**src/rtl/servo_tick_gen_if.sv**
```systemverilog
// Divisor-write bus, run enables and per-channel tick/square/pending outputs of servo_tick_gen.
// master = controller side, slave = the tick generator.
interface servo_tick_gen_if #(
  parameter int NUM_CH = 4,
  parameter int DIV_W  = 16
);
  localparam int CH_W = (NUM_CH > 1) ? $clog2(NUM_CH) : 1;

  logic              wr_en;
  logic [CH_W-1:0]   wr_ch;
  logic [DIV_W-1:0]  wr_div;
  logic [NUM_CH-1:0] ch_en;
  logic [NUM_CH-1:0] tick;
  logic [NUM_CH-1:0] sq_out;
  logic [NUM_CH-1:0] pend;

  modport master (
    output wr_en, wr_ch, wr_div, ch_en,
    input  tick, sq_out, pend
  );

  modport slave (
    input  wr_en, wr_ch, wr_div, ch_en,
    output tick, sq_out, pend
  );
endinterface

```
**src/rtl/servo_tick_gen.sv**
```systemverilog
// Multi-channel clock-enable generator: per-channel tick pulse and 50% square from a programmable divisor.
// TICKGEN_SYNC_EN adds sync_req, which zeroes every counter and applies pending divisors at once.
module servo_tick_gen #(
  parameter int NUM_CH    = 4,
  parameter int DIV_W     = 16,
  parameter int RESET_DIV = 250
) (
  input  logic clk,
  input  logic reset,
`ifdef TICKGEN_SYNC_EN
  input  logic sync_req,
`endif
  servo_tick_gen_if.slave bus
);
  localparam int CH_W = (NUM_CH > 1) ? $clog2(NUM_CH) : 1;

  logic [DIV_W-1:0]  cnt_q [NUM_CH];
  logic [DIV_W-1:0]  cnt_d [NUM_CH];
  logic [DIV_W-1:0]  act_q [NUM_CH];
  logic [DIV_W-1:0]  act_d [NUM_CH];
  logic [DIV_W-1:0]  nxt_q [NUM_CH];
  logic [DIV_W-1:0]  nxt_d [NUM_CH];
  logic [NUM_CH-1:0] pflag_q, pflag_d;
  logic [NUM_CH-1:0] tick_q, tick_d;
  logic [NUM_CH-1:0] sq_q, sq_d;
  logic [NUM_CH-1:0] run_w, wrap_w, wr_hit_w;
  logic              sync_w;

`ifdef TICKGEN_SYNC_EN
  assign sync_w = sync_req;
`else
  assign sync_w = 1'b0;
`endif

  always_comb begin
    run_w    = '0;
    wrap_w   = '0;
    wr_hit_w = '0;
    for (int i = 0; i < NUM_CH; i++) begin
      run_w[i]    = bus.ch_en[i] && (act_q[i] != '0);
      wrap_w[i]   = run_w[i] && (cnt_q[i] == act_q[i] - DIV_W'(1));
      wr_hit_w[i] = bus.wr_en && (bus.wr_ch == CH_W'(i));
    end
  end

  always_comb begin
    cnt_d   = cnt_q;
    act_d   = act_q;
    nxt_d   = nxt_q;
    pflag_d = pflag_q;
    tick_d  = tick_q;
    sq_d    = sq_q;
    for (int i = 0; i < NUM_CH; i++) begin
      if (sync_w) begin
        cnt_d[i]  = '0;
        tick_d[i] = 1'b0;
        sq_d[i]   = 1'b0;
        if (pflag_q[i]) begin
          act_d[i]   = nxt_q[i];
          pflag_d[i] = 1'b0;
        end
      end else begin
        if (!bus.ch_en[i]) begin
          cnt_d[i]  = '0;
          tick_d[i] = 1'b0;
          sq_d[i]   = 1'b0;
        end else if (act_q[i] == '0) begin
          cnt_d[i]  = '0;
          tick_d[i] = 1'b0;
        end else if (wrap_w[i]) begin
          cnt_d[i]  = '0;
          tick_d[i] = 1'b1;
          sq_d[i]   = ~sq_q[i];
        end else begin
          cnt_d[i]  = cnt_q[i] + DIV_W'(1);
          tick_d[i] = 1'b0;
        end
        // Swap divisors only at a period boundary or while idle so no period is ever truncated.
        if (pflag_q[i] && (!run_w[i] || wrap_w[i])) begin
          act_d[i]   = nxt_q[i];
          pflag_d[i] = 1'b0;
        end
      end
      // A write in the same cycle as a swap queues behind it rather than replacing it.
      if (wr_hit_w[i]) begin
        nxt_d[i]   = bus.wr_div;
        pflag_d[i] = 1'b1;
      end
    end
  end

  always_ff @(posedge clk or negedge reset) begin
    if (!reset) begin
      for (int i = 0; i < NUM_CH; i++) begin
        cnt_q[i] <= '0;
        act_q[i] <= DIV_W'(RESET_DIV);
        nxt_q[i] <= '0;
      end
      pflag_q <= '0;
      tick_q  <= '0;
      sq_q    <= '0;
    end else begin
      cnt_q   <= cnt_d;
      act_q   <= act_d;
      nxt_q   <= nxt_d;
      pflag_q <= pflag_d;
      tick_q  <= tick_d;
      sq_q    <= sq_d;
    end
  end

  assign bus.tick   = tick_q;
  assign bus.sq_out = sq_q;
  assign bus.pend   = pflag_q;
endmodule

```
**src/flat_wrapper.sv**
```systemverilog
// flat-port wrapper written by rule: the top's interface ports become plain ports
module servo_tick_gen_flat 
#(
  parameter int NUM_CH    = 4,
  parameter int DIV_W     = 16,
  parameter int RESET_DIV = 250
)
  (clk, reset, bus_wr_en, bus_wr_ch, bus_wr_div, bus_ch_en, bus_tick, bus_sq_out, bus_pend);
  servo_tick_gen_if #(.NUM_CH(NUM_CH), .DIV_W(DIV_W)) bus_i ();
  input  logic clk;
  input  logic reset;
  input wire logic [$bits(bus_i.wr_en)-1:0] bus_wr_en;
  input wire logic [$bits(bus_i.wr_ch)-1:0] bus_wr_ch;
  input wire logic [$bits(bus_i.wr_div)-1:0] bus_wr_div;
  input wire logic [$bits(bus_i.ch_en)-1:0] bus_ch_en;
  output wire logic [$bits(bus_i.tick)-1:0] bus_tick;
  output wire logic [$bits(bus_i.sq_out)-1:0] bus_sq_out;
  output wire logic [$bits(bus_i.pend)-1:0] bus_pend;
  assign bus_i.wr_en = bus_wr_en;
  assign bus_i.wr_ch = bus_wr_ch;
  assign bus_i.wr_div = bus_wr_div;
  assign bus_i.ch_en = bus_ch_en;
  assign bus_tick = bus_i.tick;
  assign bus_sq_out = bus_i.sq_out;
  assign bus_pend = bus_i.pend;
  servo_tick_gen #(.NUM_CH(NUM_CH), .DIV_W(DIV_W), .RESET_DIV(RESET_DIV)) u_core (.clk(clk), .reset(reset), .bus(bus_i));
endmodule
```
**config.mk**
```make
export PLATFORM = sky130hd
export DESIGN_NAME = servo_tick_gen_flat
export DESIGN_NICKNAME = d
export VERILOG_FILES = /design/src/rtl/servo_tick_gen_if.sv /design/src/rtl/servo_tick_gen.sv /design/src/flat_wrapper.sv
export SDC_FILE = /design/constraint.sdc
export NUM_CORES = 1
export LEC_CHECK = 0
export BUFFER_PORTS_ARGS = -buffer_cell sky130_fd_sc_hd__buf_2
export CELL_PAD_IN_SITES_DETAIL_PLACEMENT = 1
export CELL_PAD_IN_SITES_GLOBAL_PLACEMENT = 1
export CORE_UTILIZATION = 45
export CTS_BUF_LIST = sky130_fd_sc_hd__clkbuf_16
export CTS_CLUSTER_SIZE = 30
export DETAILED_ROUTE_END_ITERATION = 6
export GPL_ROUTABILITY_DRIVEN = 0
export MAX_ROUTING_LAYER = met4
export PLACE_DENSITY_LB_ADDON = 0.1
export SYNTH_ARGS = -nofsm -noshare
export SYNTH_HDL_FRONTEND = slang
export SYNTH_SLANG_ARGS = --single-unit
```
**constraint.sdc**
```tcl
create_clock -name clk -period 3.6 [get_ports clk]
set_clock_uncertainty 0.05 [all_clocks]
set_input_delay 0 -clock clk [delete_from_list [all_inputs] [get_ports clk]]
set_output_delay 0 -clock clk [all_outputs]
set_load 0.1 [all_outputs]
```
==> impl_metrics.env <==
export IMPL_overflow=0
export IMPL_pwr_density_cell_nw_per_um2=646
export IMPL_antenna_found_initial=0
export IMPL_ant_nets=0
export IMPL_async_reset_ff_share_pct=100
export IMPL_rrSetupSlack_ps=270
export IMPL_crit_arrival_ps=3680
export IMPL_worst_pin_slew_ps=971
export IMPL_crit_slowest_cell="dfrtp_1"
export IMPL_hpwlAfterDp_mm=18.0
export IMPL_worstPathRequired_ps=3950
export IMPL_start_util_pct=45.9
export IMPL_synth_edf_count=0
export IMPL_cts_tree="yes"
export IMPL_cts_sinks=204
export IMPL_hold_class="input port to async pin"
export IMPL_combPwrFrac_pct=25.8
export IMPL_fin_util_pct=52.7
export IMPL_die_y_um=157
export IMPL_n_antenna_cell=0
export IMPL_critPathLaunchType="flip-flop"
export IMPL_synth_nets=1001
export IMPL_postCtsSetupRepairBufs=0
export IMPL_synth_top_area_share_pct=41.7
export IMPL_avgViaCountPerCell=5.51
export IMPL_preCtsSetupSlack_ps=258
export IMPL_cp_end_kind="flip-flop"
export IMPL_tns_ps=0
export IMPL_rows=56
export IMPL_routed_wl_mm=26.2
export IMPL_timing_rr_start="u_core.act_q[48]$_DFFE_PN0P_"
export IMPL_final_common_cell="dfrtp_1"
export IMPL_cts_root_buf="clkbuf_16"
export IMPL_p_leak_nw=5.18
export IMPL_dr_pass1_iters=4
export IMPL_p_seq_share_pct=43.0
export IMPL_slew_viol_final=0
export IMPL_yosysUniqueCellTypes=87
export IMPL_crit_buf_inv=2
export IMPL_clk_path_buf_depth=3
export IMPL_netlist_area_um2=10800
export IMPL_synth_area_leaders="dfrtp_1 (42%), mux2_2 (10%), xnor2_1 (6.1%)"
export IMPL_ys_seq_area_share_pct=47.5
export IMPL_clk_transition_reported_paths_ps=60
export IMPL_drc=0
export IMPL_rsz0062_at_grt="false"
export IMPL_synth_top_cell_by_area="dfrtp_1"
export IMPL_crit_chain="inv_1 -> ha_1 -> nor3b_2 -> nand4_1 -> xnor2_1 -> a211o_1 -> or4_1 -> nor4b_2 -> o21a_1 -> buf_4 -> mux2_2"
export IMPL_reg2reg_depth=11
export IMPL_worstReg2RegEnd="u_core.act_q[50]$_DFFE_PN0P_"
export IMPL_area_growth_pct=14.8
export IMPL_final_cell_mix="dfrtp_1 (180), mux2_2 (99), xnor2_1 (75)"
export IMPL_grt_start_max_net_pins=116
export IMPL_p_sw_share_pct=32.4
export IMPL_grt_first_pass_wirelength_mm=42.8
export IMPL_die_w_um=157
export IMPL_finalHoldViolCount=0
export IMPL_coreArea_um2=23500
export IMPL_power_internal_mw=5.41
export IMPL_cap_viol_max_count=0
export IMPL_ys_flop_type="dfrtp_1"
export IMPL_synth_warnings=0
export IMPL_outcome="finished, final reports clean"
export IMPL_final_setup_viol_count=0
export IMPL_wl_per_cell_um=19.1
export IMPL_period_share_pct=92.5
export IMPL_htree_levels=1
export IMPL_drtIter0Drc=298
export IMPL_worstSkewPairLatency_ps=520
export IMPL_syn_avg_cell_area_um2=11.2
export IMPL_p_sw_mw=2.59
export IMPL_crit_family="simple AND/OR/NAND/NOR gates"
export IMPL_syn_instance_count=964
export IMPL_cp_max_fo=16
export IMPL_critical_path_class="flip-flop to flip-flop"
export IMPL_fmax_mhz=300
export IMPL_timing_final_crit_period_ps=3330
export IMPL_ioPinCount=37
export IMPL_maxSlewHeadroom_pct=35.1
export IMPL_layout_nets=1069
export IMPL_drive_above_1_share_pct=24.8
export IMPL_grt_usage_pct=22.6
export IMPL_final_setup_worst_slack_ps=272
export IMPL_placedCellCount=1302
export IMPL_vias=7538
export IMPL_max_stage_delay_ps=450
export IMPL_final_cells=1369
export IMPL_ir_drop_mv=0.442
export IMPL_buffer_ports_inserted=36
export IMPL_clockPowerShare_pct=31.2
export IMPL_synth_seq_cells=204
export IMPL_cts_made_buffers=24
export IMPL_grt_pass1_vias=7920
export IMPL_fill_cells=2573
export IMPL_dieArea_um2=24600
[metal layers]
metal	part of all wire, %	GRT usage (%)
met5	0	-
met4	2.1	5.42
met3	2.2	2.78
met2	47	35.9
met1	49	30.9
[how the worst max path moves through the flow]
stage                                            start                           end  slack (ps)  depth (start not counted)
after CTS                 u_core.act_q[48]$_DFFE_PN0P_  u_core.act_q[50]$_DFFE_PN0P_         220                         11
after detailed placement  u_core.act_q[48]$_DFFE_PN0P_  u_core.act_q[48]$_DFFE_PN0P_         260                         11
final                     u_core.act_q[48]$_DFFE_PN0P_  u_core.act_q[50]$_DFFE_PN0P_         270                         11
after global routing      u_core.act_q[48]$_DFFE_PN0P_  u_core.act_q[61]$_DFFE_PN0P_          30                         11
after floorplan            u_core.act_q[0]$_DFFE_PN0P_  u_core.act_q[10]$_DFFE_PN0P_         460                         12
after global placement    u_core.act_q[48]$_DFFE_PN0P_  u_core.act_q[58]$_DFFE_PN0P_         340                         11
[area by class of cell]
| cell class | count | area (um2) | share of cell area [%] |
|---|---|---|---|
| sequential | 204 | 5130 | 41.4 |
| timing repair buffer | 80 | 589 | 4.75 |
| multi-input combinational | 700 | 5390 | 43.4 |
| inverter | 22 | 82.6 | 0.666 |
| clock inverter | 19 | 185 | 1.49 |
| clock buffer | 25 | 626 | 5.04 |
| tap | 319 | 399 | 3.22 |
[cells by family (layout without fill, tap and decap cells)]
family                     count (synthesis)  count (layout)  synth area share (%)
AOI/OAI and AO/OA                         97              97                  6.72
xor gates and xnor gates                 132             132                  10.7
adders and majority gates                 12              12                  1.39
buffers and inverters                     60             146                  2.76
DFF                                      204             204                  47.5
muxes                                    129             129                  13.7
and+or+nand+nor                          330             330                  17.2
[per-stage QoR]
| step | cell area, um2 | hold WS [ps] | total power, mW |
|---|---|---|---|
| 3_3_place_gp | 11400 | 154 | 5.44 |
| 5_1_grt | 12400 | 241 | 8.46 |
| 4_1_cts | 12400 | 161 | 8.09 |
| 6_report | 12400 | 139 | 8.01 |
| 3_5_place_dp | 11400 | 153 | 5.50 |
| 2_1_floorplan | 10800 | -346 | 4.86 |
[flip-flops by register name, indices dropped and copies added, names as in the netlist]
signal	count
u_core.act_q	64
u_core.bus.pend	4
u_core.bus.sq_out	4
u_core.bus.tick	4
u_core.cnt_q	64
u_core.nxt_q	64
[Yosys cell counts (11+ instances only)]
| cell type | n |
|---|---|
| nor3_1 | 51 |
| o21ai_0 | 15 |
| clkbuf_1 | 23 |
| ha_1 | 12 |
| xnor2_1 | 75 |
| nor2_1 | 67 |
| mux2_1 | 16 |
| nand4_1 | 13 |
| and3_1 | 19 |
| nand2_1 | 41 |
| mux2_2 | 99 |
| a31oi_1 | 11 |
| dfrtp_1 | 180 |
| a21oi_1 | 11 |
| nand3_1 | 47 |
| dfstp_2 | 24 |
| xor2_1 | 57 |
| inv_1 | 22 |
[power groups by stage]
stage          combinational (mW)  sequential [mW]  clock [mW]
6_report                     2.07             3.44        2.50
5_1_grt                      2.27             3.53        2.66
4_1_cts                      2.07             3.44        2.58
3_5_place_dp                 2.03             3.48           0
3_3_place_gp                 1.98             3.46           0
2_1_floorplan                1.64             3.23           0
[what timing repair did]
action,CTS,global route
hold endpoints to repair,205,0
resized for setup,0,2
endpoints found under the setup margin,0,30
hold buffers,23,0
(Power assumes the default switching activity.)
